**config.mk**
```make
export PLATFORM = sky130hd
export DESIGN_NAME = ila_readout
export DESIGN_NICKNAME = d
export VERILOG_FILES = /design/src/rtl/ila_readout.sv
export SDC_FILE = /design/constraint.sdc
export NUM_CORES = 1
export LEC_CHECK = 0
export CORE_UTILIZATION = 40
export CTS_BUF_LIST = sky130_fd_sc_hd__clkbuf_8
export DETAILED_ROUTE_END_ITERATION = 7
export GPL_ROUTABILITY_DRIVEN = 0
export HOLD_SLACK_MARGIN = 0.12
export PLACE_DENSITY = 0.7
export SETUP_SLACK_MARGIN = 0.05
export SLEW_MARGIN = 5
export SYNTH_ARGS = -nofsm -noshare
export SYNTH_HDL_FRONTEND = slang
export SYNTH_SLANG_ARGS = --single-unit
```
**constraint.sdc**
```tcl
create_clock -name clk -period 3 [get_ports clk]
set_clock_uncertainty 0.2 [all_clocks]
set_input_delay 0.3 -clock clk [delete_from_list [all_inputs] [get_ports clk]]
set_output_delay 0.3 -clock clk [all_outputs]
set_load 0.05 [all_outputs]
```
**src/rtl/ila_readout.sv**
```systemverilog
// ---------------------------------------------------------------------------
// ila_readout
//
// Sequential dump engine for the ILA core's software-side sample buffer.
// A start pulse latches the sample count. The engine then walks every buffer
// index and, for each index, every DATA_W-wide slice of the sample. For each
// slice it presents index/value_select to the core, waits the fixed read
// latency, captures value, and offers the word on a valid/ready stream.
//
// Ports
//   clk, rst      system clock; synchronous active-high reset
//   start         one-cycle pulse, begins a dump (ignored while busy)
//   abort         terminates the dump in progress (no effect when idle)
//   samples       number of valid samples reported by the ILA core
//   index         buffer read address to the ILA core
//   value_select  slice select to the ILA core
//   value         slice read back from the ILA core, RD_LAT cycles later
//   o_data        stream word
//   o_valid       stream word valid
//   o_ready       consumer accepts the word
//   o_last        marks the final word of a dump
//   busy          dump in progress
//   done          one-cycle pulse on normal completion
//   words_sent    words accepted in the current or last dump
// ---------------------------------------------------------------------------
module ila_readout #(
    parameter int DATA_W   = 32,
    parameter int SIGNAL_W = 32,
    parameter int BUFFER_W = 10,
    parameter int SEL_W    = (((SIGNAL_W + DATA_W - 1) / DATA_W) == 1) ? 1
                             : $clog2((SIGNAL_W + DATA_W - 1) / DATA_W),
    parameter int RD_LAT   = 2
) (
    input  logic                clk,
    input  logic                rst,
    input  logic                start,
    input  logic                abort,
    input  logic [BUFFER_W-1:0] samples,
    output logic [BUFFER_W-1:0] index,
    output logic [SEL_W-1:0]    value_select,
    input  logic [DATA_W-1:0]   value,
    output logic [DATA_W-1:0]   o_data,
    output logic                o_valid,
    input  logic                o_ready,
    output logic                o_last,
    output logic                busy,
    output logic                done,
    output logic [31:0]         words_sent
);

    localparam int NPARTS = (SIGNAL_W + DATA_W - 1) / DATA_W;
    // The wait counter only has to hold RD_LAT-1.
    localparam int CNT_W  = (RD_LAT > 1) ? $clog2(RD_LAT) : 1;

    localparam logic [SEL_W-1:0]    LAST_SEL = SEL_W'(NPARTS - 1);
    localparam logic [CNT_W-1:0]    CNT_LOAD = CNT_W'(RD_LAT - 1);
    localparam logic [BUFFER_W-1:0] IDX_ONE  = BUFFER_W'(1);
    localparam logic [SEL_W-1:0]    SEL_ONE  = SEL_W'(1);
    localparam logic [CNT_W-1:0]    CNT_ONE  = CNT_W'(1);

    typedef enum logic [2:0] {
        IDLE,
        SETUP,
        ADDR,
        WAIT,
        SEND,
        FIN
    } state_t;

    state_t              state_q, state_d;
    logic [BUFFER_W-1:0] index_q, index_d;
    logic [SEL_W-1:0]    sel_q, sel_d;
    logic [DATA_W-1:0]   o_data_q, o_data_d;
    logic                o_valid_q, o_valid_d;
    logic                o_last_q, o_last_d;
    logic                busy_q, busy_d;
    logic                done_q, done_d;
    logic [31:0]         words_sent_q, words_sent_d;
    logic [BUFFER_W-1:0] n_q, n_d;
    logic [CNT_W-1:0]    cnt_q, cnt_d;

    // -----------------------------------------------------------------------
    // Next-state and output logic
    // -----------------------------------------------------------------------
    always_comb begin
        state_d      = state_q;
        index_d      = index_q;
        sel_d        = sel_q;
        o_data_d     = o_data_q;
        o_valid_d    = o_valid_q;
        o_last_d     = o_last_q;
        busy_d       = busy_q;
        done_d       = 1'b0;
        words_sent_d = words_sent_q;
        n_d          = n_q;
        cnt_d        = cnt_q;

        case (state_q)
            IDLE: begin
                if (start) begin
                    n_d          = samples;
                    words_sent_d = '0;
                    busy_d       = 1'b1;
                    state_d      = SETUP;
                end
            end

            SETUP: begin
                if (n_q == '0) begin
                    state_d = FIN;
                end else begin
                    index_d = '0;
                    sel_d   = '0;
                    state_d = ADDR;
                end
            end

            // index/value_select were settled on the way in; the read
            // latency is counted from here.
            ADDR: begin
                cnt_d   = CNT_LOAD;
                state_d = WAIT;
            end

            WAIT: begin
                if (cnt_q != '0) begin
                    cnt_d = cnt_q - CNT_ONE;
                end else begin
                    o_data_d  = value;
                    o_valid_d = 1'b1;
                    o_last_d  = (index_q == (n_q - IDX_ONE)) && (sel_q == LAST_SEL);
                    state_d   = SEND;
                end
            end

            // The word stays put until accepted; o_valid never looks at o_ready.
            SEND: begin
                if (o_ready) begin
                    words_sent_d = words_sent_q + 32'd1;
                    o_valid_d    = 1'b0;
                    if (o_last_q) begin
                        state_d = FIN;
                    end else if (sel_q != LAST_SEL) begin
                        sel_d   = sel_q + SEL_ONE;
                        state_d = ADDR;
                    end else begin
                        sel_d   = '0;
                        index_d = index_q + IDX_ONE;
                        state_d = ADDR;
                    end
                end
            end

            // index/value_select keep their last values after the dump.
            FIN: begin
                done_d   = 1'b1;
                busy_d   = 1'b0;
                o_last_d = 1'b0;
                state_d  = IDLE;
            end

            default: begin
                state_d = IDLE;
            end
        endcase

        // Abort overrides everything except a handshake already counted above.
        if (abort && (state_q != IDLE)) begin
            state_d   = IDLE;
            busy_d    = 1'b0;
            o_valid_d = 1'b0;
            o_last_d  = 1'b0;
            done_d    = 1'b0;
        end
    end

    // -----------------------------------------------------------------------
    // Control and visible-output registers
    // -----------------------------------------------------------------------
    always_ff @(posedge clk) begin
        if (rst) begin
            state_q      <= IDLE;
            index_q      <= '0;
            sel_q        <= '0;
            o_data_q     <= '0;
            o_valid_q    <= 1'b0;
            o_last_q     <= 1'b0;
            busy_q       <= 1'b0;
            done_q       <= 1'b0;
            words_sent_q <= '0;
        end else begin
            state_q      <= state_d;
            index_q      <= index_d;
            sel_q        <= sel_d;
            o_data_q     <= o_data_d;
            o_valid_q    <= o_valid_d;
            o_last_q     <= o_last_d;
            busy_q       <= busy_d;
            done_q       <= done_d;
            words_sent_q <= words_sent_d;
        end
    end

    // Latched count and wait counter are always written before use.
    always_ff @(posedge clk) begin
        n_q   <= n_d;
        cnt_q <= cnt_d;
    end

    assign index        = index_q;
    assign value_select = sel_q;
    assign o_data       = o_data_q;
    assign o_valid      = o_valid_q;
    assign o_last       = o_last_q;
    assign busy         = busy_q;
    assign done         = done_q;
    assign words_sent   = words_sent_q;

endmodule

```
==> results of run 1 <==
## tightest hold or removal path, delay by kind of cell (launching register included)
family	cells	cell delay, ns
compound gates	1	0.05
simple gates	1	0.05
flops	1	0.32
## layout make-up
type                            instances  area [um^2]  share of cell area [%]
Multi-Input combinational cell        348         2070                    36.2
Sequential cell                        92         1950                    34.2
Timing Repair Buffer                  130         1300                    22.8
Tap cell                              133          166                    2.92
Clock buffer                           10          138                    2.41
Clock inverter                          6         62.6                    1.10
Inverter                                6         22.5                   0.395
## cells by family (layout without fill, tap and decap cells)
logic type      after synthesis  after routing  share of synthesized area [%]
mux                           1              1                          0.242
fa+ha+maj                     4              4                           1.21
simple gates                214            214                           27.2
xor+xnor                     37             37                           7.83
buf+inv                      29            152                           3.18
flops                        92             92                           47.2
other cells                   1              1                         0.0907
compound gates               91             91                           13.0
## state kept, by name, summed over array words and instances, names as in the netlist
register and count:
o_valid 1, o_data 32, index 10, done 1
o_last 1, n_q 10, busy 1, state_q 3
cnt_q 1, words_sent 32
## per-stage QoR
step                      util (%)  instance area, um^2  hold slack, ns  setup WS, ns
final                         57.6                 5710           0.257         0.717
after global placement        55.6                 5510           0.241         0.589
after detailed placement      55.6                 5510           0.246         0.516
after floorplan                  -                 4140           0.199         0.653
after CTS                     57.6                 5710           0.258         0.703
after global routing          57.6                 5710           0.270         0.588
## metal layers
layer  track usage (%)  wire length, um  vias up
met3              6.48              684       10
li1                  -                -     1875
met4              6.84              148        0
met1              24.0             4570     1759
met5                 0                0        -
met2              32.2             4860      116
## how the worst min path moves through the flow
stage | startpoint | end | slack, ns
floorplan | samples[0] | n_q[0] | 0.20
global route | o_data[12] | o_data[12] | 0.27
global placement | o_data[17] | o_data[17] | 0.24
detailed placement | o_data[21] | o_data[21] | 0.25
finish | o_data[8] | o_data[8] | 0.26
CTS | o_data[21] | o_data[21] | 0.26
## power by group
part           internal [mW]  leakage (nW)  switching, mW
combinational          0.109          1.06          0.119
clock                  0.409         0.108          0.434
sequential              1.27         0.756         0.0266
## cell usage in the layout (no fill, tap or decap), types with 2 or more instances in the layout
cell             instances
o31ai_1                  5
edfxtp_1                11
xor2_1                  22
o21ai_0                 13
nand4b_1                 6
nand4_1                 10
inv_1                    7
o2111ai_1                8
a21oi_1                 53
nand3b_1                 2
xnor2_1                 15
and3_1                  13
or4_1                    3
or3_1                   10
nand3_1                 16
clkdlybuf4s50_1        124
o21a_1                   2
and3_4                   2
dfxtp_1                 81
and4_1                   3
nor3_1                   5
nand2b_1                 5
ha_1                     4
clkbuf_8                10
and2_1                   3
nand2_1                 84
nor2_1                  35
buf_4                    5
==> reports/qor.csv, run 1 <==
stage,metric,value,unit
run_status,status,"finished, final reports clean",
timing,fin crit share,76.1,%
critical_path,Stages on worst setup path,1,
timing,setup TNS,0,ns
routing,final WL,10300,um
yosys,top_reg_cell synth,dfxtp_1,
global_routing,first-pass GRT wire length,17100,um
pwr,pwr/cell area,415,nW/um^2
yosys,Post-synth top cells,"nand2_1, dfxtp_1, a21oi_1",
floorplan,Placeable Area,9910,um^2
yosys,Synth top area share,39.2,%
yosys,Synth area leader,dfxtp_1,
clock_tree,Root Driver,clkbuf_8,
clock_tree,clock-pin slew on the worst setup and hold paths,0.09,ns
clock_tree,H-tree levels,3,
critical_path,reg2reg start,n_q[2],
global_routing,gr ovfl total,0,
finish,layout cells sized above 1,5.74,%
critical_path,CP peak stage delay,0.88,ns
critical_path,reg2reg setup slack,0.73,ns
placed_design,DP Wirelength,7440,um
critical_path,Setup crit end,index[1],
routing,first drt pass iteration count,4,
routing,via count,3760,
placed_design,I/O Buffers,124,
floorplan,Die Y,104,um
timing,post-layout min period,2.28,ns
critical_path,CP Launch Type,flop,
critical_path,Critical path origin,index[1],
clock_tree,Num CTS Buffers,9,
timing,achievable frequency,0.438,GHz
global_routing,vias in the first global route,3634,
clock_tree,CTS hold repair buffers,0,
yosys,Ys Warns,0,
timing,max-slew violations,0,
floorplan,Die ar.,10800,um^2
global_routing,Total GRT Usage,19.6,%
floorplan,IO Pins,126,
floorplan,Die X-Extent,104,um
global_routing,largest net degree at the start of global routing,35,
yosys,mapped cell area,4140,um^2
placed_design,Post-Place Cells,709,
critical_path,crit path DAT,1.78,ns
yosys,Mean Syn Cell Area,8.82,um^2
pwr,leak pwr,1.93,nW
routing,Avg WL per Cell,14.1,um
timing,Slew HR,61.2,%
finish,post-route insts no fill,725,
hold_path,Hold Path Cell Cnt,2,
finish,area delta synth->final,37.9,%
critical_path,CP Capture Type,output port,
yosys,post-synth cell types,58,
yosys,post-synthesis register bit count,92,
hold_path,Hold Path Class,flop to flop,
pwr,Power Total,2.37,mW
finish,ANT cells,0,
finish,Fillers,899,
critical_path,Critical path buffers and inverters,1,
critical_path,Crit Reg-Reg Endpoint,index[4],
yosys,synthesized instance count,469,
yosys,most frequent cell after synthesis,nand2_1,
routing,DRC,0,
critical_path,worst path cell trace,clkdlybuf4s50_1,
routing,DRT iter0 DRCs,127,
critical_path,CP Max Fanout,8,
clock_tree,clock sinks,92,
finish,nets@finish,638,
clock_tree,Max clock buf depth,2,
timing,Worst Tran Pin Value,0.578,ns
clock_tree,worst-skew pair later-pin latency,0.35,ns
routing,DRT antenna net count,0,
critical_path,type of the worst setup path,flop to output port,
timing,Setup Viol. Count Final,0,
clock_tree,TritonCTS clock tree,yes,
yosys,top post-synthesis cells by area,"dfxtp_1, edfxtp_1, nand2_1",
floorplan,Site Rows,36,
routing,Via density,5.19,
critical_path,Critical Path RT,2.50,ns
flow_run,max_cap viols,0,
critical_path,worst-case reg-to-reg path depth,5,
pwr,Peak VDD IR,0.190,mV
timing,RSZ-0062 raised after global routing,false,
yosys,share of the yosys chip area belonging to registers,47.2,%
yosys,fraction of registers with async set/reset,0,%
critical_path,Crit-path slowest cell,clkdlybuf4s50_1,
yosys,"EDFF count, synth",11,
clock_tree,setup bufs post-CTS,0,
critical_path,Top delay family on crit path,buffers and inverters,
clock_tree,cts repair resizes,0,
global_routing,antenna violations before repair,0,
yosys,synthesized net count,520,
timing,Final Hold Fails,0,
floorplan,Initial Utilization,41.7,%
Note: power is estimated with default switching activity, not from simulation.
==> run 2: changes to the inputs <==
- clock period: 3 -> 2.4 ns (I/O delays scaled with it)
==> reports/qor.csv, run 2 (synthesis results as in run 1) <==
stage,metric,value,unit,change
global_routing,vias in the first global route,3728,,was 3634
clock_tree,setup bufs post-CTS,0,,unchanged
floorplan,Placeable Area,9910,um^2,unchanged
global_routing,Total GRT Usage,19.8,%,was 19.6%
pwr,pwr/cell area,499,nW/um^2,was 415 nW/um^2
flow_run,max_cap viols,0,,unchanged
timing,worst hold margin,0.229,ns,was 0.257 ns
critical_path,CP Max Fanout,11,,was 8
floorplan,Die X-Extent,104,um,unchanged
global_routing,first-pass GRT wire length,17400,um,was 17100 um
finish,post-route insts no fill,735,,was 725
clock_tree,Max clock buf depth,2,,unchanged
routing,Avg WL per Cell,14.2,um,was 14.1 um
floorplan,Initial Utilization,41.7,%,unchanged
pwr,Pint,2.19,mW,was 1.79 mW
placed_design,DP Wirelength,7550,um,was 7440 um
finish,FF/Latch Area,1950,um^2,unchanged
finish,most frequent cells in the layout,"clkdlybuf4s50_1, nand2_1, dfxtp_1",,unchanged
pwr,Gate power share,10.5,%,was 9.6%
finish,nets@finish,650,,was 638
timing,post-layout min period,2.21,ns,
critical_path,type of the worst setup path,flop to flop,,was flop to output port
finish,area delta synth->final,39.1,%,was 37.9%
hold_path,min-delay src,value[21],,was o_data[8]
floorplan,Die ar.,10800,um^2,unchanged
routing,first drt pass iteration count,4,,unchanged
timing,Worst Tran Pin Value,0.560,ns,was 0.578 ns
global_routing,largest net degree at the start of global routing,35,,unchanged
routing,DRT iter0 DRCs,182,,was 127
floorplan,IO Pins,126,,unchanged
critical_path,Crit-path slowest cell,dfxtp_1,,was clkdlybuf4s50_1
routing,DRC,0,,unchanged
timing,achievable frequency,0.453,GHz,
timing,Slew HR,62.6,%,was 61.2%
finish,multi-input logic area,2070,um^2,unchanged
global_routing,antenna violations before repair,0,,unchanged
clock_tree,Root Driver,clkbuf_8,,unchanged
pwr,Sw Ratio,23.9,%,was 24.5%
clock_tree,worst-skew pair later-pin latency,0.35,ns,about the same
global_routing,gr ovfl total,0,,unchanged
finish,Fillers,874,,was 899
routing,final WL,10400,um,was 10300 um
finish,"most common cell after layout, fill and taps aside",clkdlybuf4s50_1,,unchanged
placed_design,Post-Place Cells,721,,was 709
pwr,sequential power share,56.1,%,was 54.7%
critical_path,crit path DAT,2.29,ns,was 1.78 ns
clock_tree,cts repair resizes,0,,unchanged
clock_tree,clock sinks,92,,unchanged
routing,DRT antenna net count,0,,unchanged
finish,layout cells sized above 1,7.14,%,was 5.74%
timing,fin crit share,92.0,%,
placed_design,placed cell areas,5580,um^2,was 5510 um^2
run_status,status,"finished, final reports clean",,unchanged
timing,RSZ-0062 raised after global routing,false,,unchanged
timing,Final Hold Fails,0,,unchanged
critical_path,Critical Path RT,2.48,ns,was 2.50 ns
timing,setup TNS,0,ns,unchanged
routing,via count,3848,,was 3760
critical_path,worst path cell trace,"mux2i_1, nor3_4, nand4_4, or4_1, a21oi_1",,was clkdlybuf4s50_1
routing,Via density,5.24,,was 5.19
pwr,leak pwr,1.98,nW,was 1.93 nW
placed_design,I/O Buffers,124,,unchanged
timing,final worst slack,0.191,ns,was 0.717 ns
finish,ANT cells,0,,unchanged
clock_tree,Num CTS Buffers,9,,unchanged
floorplan,Site Rows,36,,unchanged
critical_path,reg2reg start,state_q[2],,was n_q[2]
pwr,Clock power frac,33.4,%,was 35.6%
timing,max-slew violations,0,,unchanged
finish,Final Core Density,58.1,%,was 57.6%
pwr,Peak VDD IR,0.300,mV,was 0.190 mV
finish,Finished Cell Area,5750,um^2,was 5710 um^2
placed_design,pre-CTS setup slack,-0.0449,ns,was 0.516 ns
floorplan,Die Y,104,um,unchanged
timing,Setup Viol. Count Final,0,,unchanged
clock_tree,TritonCTS clock tree,yes,,unchanged
critical_path,CP Capture Type,flop,,was output port
hold_path,Hold Path Class,input port to flop,,was flop to flop
critical_path,CP peak stage delay,0.53,ns,was 0.88 ns
clock_tree,H-tree levels,3,,unchanged
critical_path,CP Launch Type,flop,,unchanged
critical_path,Critical path origin,state_q[2],,was index[1]
pwr,Sw Pwr,686,uW,was 580 uW
pwr,Power Total,2.87,mW,was 2.37 mW
clock_tree,CTS hold repair buffers,0,,unchanged
clock_tree,clock-pin slew on the worst setup and hold paths,0.09,ns,about the same
==> run 2: path summary, 6_finish.rpt <==
kind                          to  slack [ns]  cells past startpoint
setup reg to reg  words_sent[27]        0.19                      5
hold reg to reg       o_data[21]        0.25                      2
hold / removal        o_data[21]        0.23                      3
setup / recovery  words_sent[27]        0.19                      5
==> run 2: routing by layer <==
layer | routed length [um] | track usage [%] | vias to the layer above
met3 | 832 | 5.66 | 15
met5 | 0 | 0 | -
li1 | - | - | 1897
met1 | 4540 | 23.9 | 1813
met2 | 4870 | 33.3 | 123
met4 | 164 | 8.16 | 0
==> run 2: cell type report <==
type / instances / area share [%]
timing repair buffer: 142 / 23.9
tap: 133 / 2.89
clock inverter: 5 / 0.826
sequential: 92 / 33.9
multi-input combinational: 348 / 35.9
clock buffer: 9 / 2.15
inverter: 6 / 0.391
==> run 2: power by group through the flow <==
stage	clock (mW)	combinational [mW]	sequential, mW
after global routing	1.04	0.326	1.62
final	0.961	0.300	1.61
after global placement	0	0.294	1.65
after floorplan	0	0.148	1.66
after CTS	0.991	0.302	1.61
after detailed placement	0	0.299	1.65
==> run 2: worst max-delay path, delay by kind of cell, from the launching register on <==
family	cells	cell delay, ns
muxes	1	0.21
and+or+nand+nor	3	1.03
DFF	1	0.53
AOI/OAI and AO/OA	1	0.17
==> run 3: changes to the inputs <==
--- a/config.mk
+++ b/config.mk
@@ -13,5 +13,6 @@
 export PLACE_DENSITY = 0.7
 export SETUP_SLACK_MARGIN = 0.05
-export SLEW_MARGIN = 5
+export SKIP_LAST_GASP = 1
+export SLEW_MARGIN = 25
 export SYNTH_ARGS = -nofsm -noshare
 export SYNTH_HDL_FRONTEND = slang
==> constraint.sdc (replaced) <==
create_clock -name clk -period 2.4 [get_ports clk]
set_clock_uncertainty 0.2 [all_clocks]
set_input_delay 0.72 -clock clk [delete_from_list [all_inputs] [get_ports clk]]
set_output_delay 0.72 -clock clk [all_outputs]
set_load 0.05 [all_outputs]
==> reports/qor.csv, run 3 (synthesis results as in run 1) <==
stage,metric,value,unit,change
clock_tree,worst-skew pair later-pin latency,0.36,ns,was 0.35 ns
floorplan,IO Pins,126,,unchanged
critical_path,Crit-path slowest cell,dlygate4sd2_1,,was dfxtp_1
flow_run,max_cap viols,0,,unchanged
placed_design,DP Wirelength,7660,um,was 7550 um
timing,fin crit share,89.6,%,was 92.0%
finish,nets@finish,659,,was 650
critical_path,reg2reg setup slack,0.29,ns,was 0.19 ns
timing,RSZ-0062 raised after global routing,false,,unchanged
routing,DRC,0,,unchanged
clock_tree,Root Driver,clkbuf_8,,unchanged
critical_path,Setup crit end,o_data[29],,was words_sent[27]
routing,top routing layer in use,met4,,unchanged
critical_path,Critical Path RT,1.48,ns,was 2.48 ns
timing,post-layout min period,2.15,ns,was 2.21 ns
timing,Final Hold Fails,0,,unchanged
finish,FF/Latch Area,1950,um^2,unchanged
routing,Via density,5.20,,was 5.24
placed_design,Post-Place Cells,730,,was 721
critical_path,Critical path buffers and inverters,1,,was 0
floorplan,Initial Utilization,41.7,%,unchanged
floorplan,Placeable Area,9910,um^2,unchanged
critical_path,Critical path origin,o_data[29],,was state_q[2]
critical_path,worst path cell trace,dlygate4sd2_1,,"was mux2i_1, nor3_4, nand4_4, or4_1, a21oi_1"
routing,DRT iter0 DRCs,197,,was 182
timing,max-slew violations,0,,unchanged
global_routing,Total GRT Usage,19.7,%,was 19.8%
critical_path,CP Launch Type,flop,,unchanged
run_status,status,"finished, final reports clean",,unchanged
clock_tree,Num CTS Buffers,9,,unchanged
critical_path,Top delay family on crit path,buffers and inverters,,was simple AND/OR/NAND/NOR gates
critical_path,CP Capture Type,output port,,was flop
pwr,pwr/cell area,527,nW/um^2,was 499 nW/um^2
routing,metal2 WL,4990,um,was 4870 um
clock_tree,TritonCTS clock tree,yes,,unchanged
clock_tree,setup bufs post-CTS,0,,unchanged
finish,area delta synth->final,38.3,%,was 39.1%
critical_path,worst-case reg-to-reg path depth,5,,unchanged
finish,Fillers,905,,was 874
pwr,leak pwr,2.26,nW,was 1.98 nW
pwr,Peak VDD IR,0.335,mV,was 0.300 mV
critical_path,Crit Reg-Reg Endpoint,index[6],,was words_sent[27]
timing,Setup Viol. Count Final,0,,unchanged
global_routing,gr ovfl total,0,,unchanged
routing,Avg WL per Cell,14.1,um,was 14.2 um
floorplan,Die ar.,10800,um^2,unchanged
finish,"most common cell after layout, fill and taps aside",buf_4,,was clkdlybuf4s50_1
critical_path,CP peak stage delay,0.53,ns,about the same
routing,DRT antenna net count,0,,unchanged
hold_path,Hold Path Class,flop to flop,,was input port to flop
finish,most frequent cells in the layout,"buf_4, nand2_1, dfxtp_1",,"was clkdlybuf4s50_1, nand2_1, dfxtp_1"
global_routing,largest net degree at the start of global routing,35,,unchanged
global_routing,vias in the first global route,3742,,was 3728
routing,met3 routed WL,584,um,was 832 um
floorplan,Die X-Extent,104,um,unchanged
critical_path,Stages on worst setup path,1,,was 5
clock_tree,Max clock buf depth,2,,unchanged
clock_tree,H-tree levels,3,,unchanged
finish,layout cells sized above 1,19.2,%,was 7.14%
floorplan,Site Rows,36,,unchanged
critical_path,crit path DAT,1.23,ns,was 2.29 ns
routing,first drt pass iteration count,7,,was 4
routing,DRT met1 WL,4800,um,was 4540 um
critical_path,type of the worst setup path,flop to output port,,was flop to flop
clock_tree,clock sinks,92,,unchanged
floorplan,Die Y,104,um,unchanged
global_routing,antenna violations before repair,0,,unchanged
routing,via count,3877,,was 3848
timing,achievable frequency,0.465,GHz,was 0.453 GHz
finish,multi-input logic area,2080,um^2,was 2070 um^2
finish,ANT cells,0,,unchanged
routing,final WL,10500,um,was 10400 um
clock_tree,clock-pin slew on the worst setup and hold paths,0.09,ns,about the same
pwr,Power Total,3.01,mW,was 2.87 mW
finish,post-route insts no fill,746,,was 735
placed_design,I/O Buffers,124,,unchanged
critical_path,reg2reg start,n_q[5],,was state_q[2]
global_routing,first-pass GRT wire length,17500,um,was 17400 um
critical_path,CP Max Fanout,2,,was 11
-- run 3: changes by cell type in the layout (fill, tap and decap cells not counted), moves of 2 or more --
cell	change
clkdlybuf4s50_1	-80
buf_4	+68
buf_12	+3
dlygate4sd2_1	+18
clkbuf_8	+2
-- run 3: report_power, final --
group	total, mW	switching [mW]	internal [mW]
Clock	1.07	0.540	0.533
Combinational	0.323	0.161	0.162
Sequential	1.62	0.0327	1.59
Total	3.01	0.733	2.28
-- run 3: stage by stage --
| step | TNS [ns] | setup WS (ns) | hold WS [ns] | utilization (%) | instance area, um^2 |
|---|---|---|---|---|---|
| final | 0 | 0.250 | 0.254 | 57.7 | 5720 |
| after global routing | 0 | 0.124 | 0.271 | 57.7 | 5720 |
| after CTS | 0 | 0.208 | 0.258 | 57.7 | 5720 |
| after detailed placement | -11.77 | -0.426 | 0.249 | 55.8 | 5530 |
| after global placement | -11.05 | -0.378 | 0.242 | 55.8 | 5530 |
| after floorplan | 0 | 0.0531 | 0.369 | - | 4140 |
-- run 3: metal layers --
metal  up-vias  track usage (%)
li1       1914                -
met1      1842             24.2
met2       109             33.5
met3        12             4.78
met4         0             7.14
met5         -                0
-- run 3: worst min-delay path by stage --
stage                           from         end  slack, ns  cells after the start
after floorplan                cnt_q   o_data[0]       0.37                      3
after global placement    o_data[16]  o_data[16]       0.24                      2
after detailed placement        busy        busy       0.25                      2
after CTS                 o_data[30]  o_data[30]       0.26                      2
after global routing      o_data[30]  o_data[30]       0.27                      2
final                     o_data[30]  o_data[30]       0.25                      2
-- run 3: timing repair --
| action | CTS | global route |
|---|---|---|
| gates resized for setup | 19 | 1 |
| gates cloned | 0 | 0 |
| endpoints found under the setup margin | 29 | 1 |
| pin swaps | 3 | 0 |
| endpoints found under the hold margin | 0 | 0 |
| hold buffers | 0 | 0 |
-- run 3: final cells by class --
type / count / share of cell area [%]
repair buffers: 151 / 22.8
flip-flops and latches: 92 / 34.1
clock inverters: 5 / 0.875
inverters: 6 / 0.394
multi-input cells: 348 / 36.3
clock buffers: 11 / 2.65
well taps: 133 / 2.91
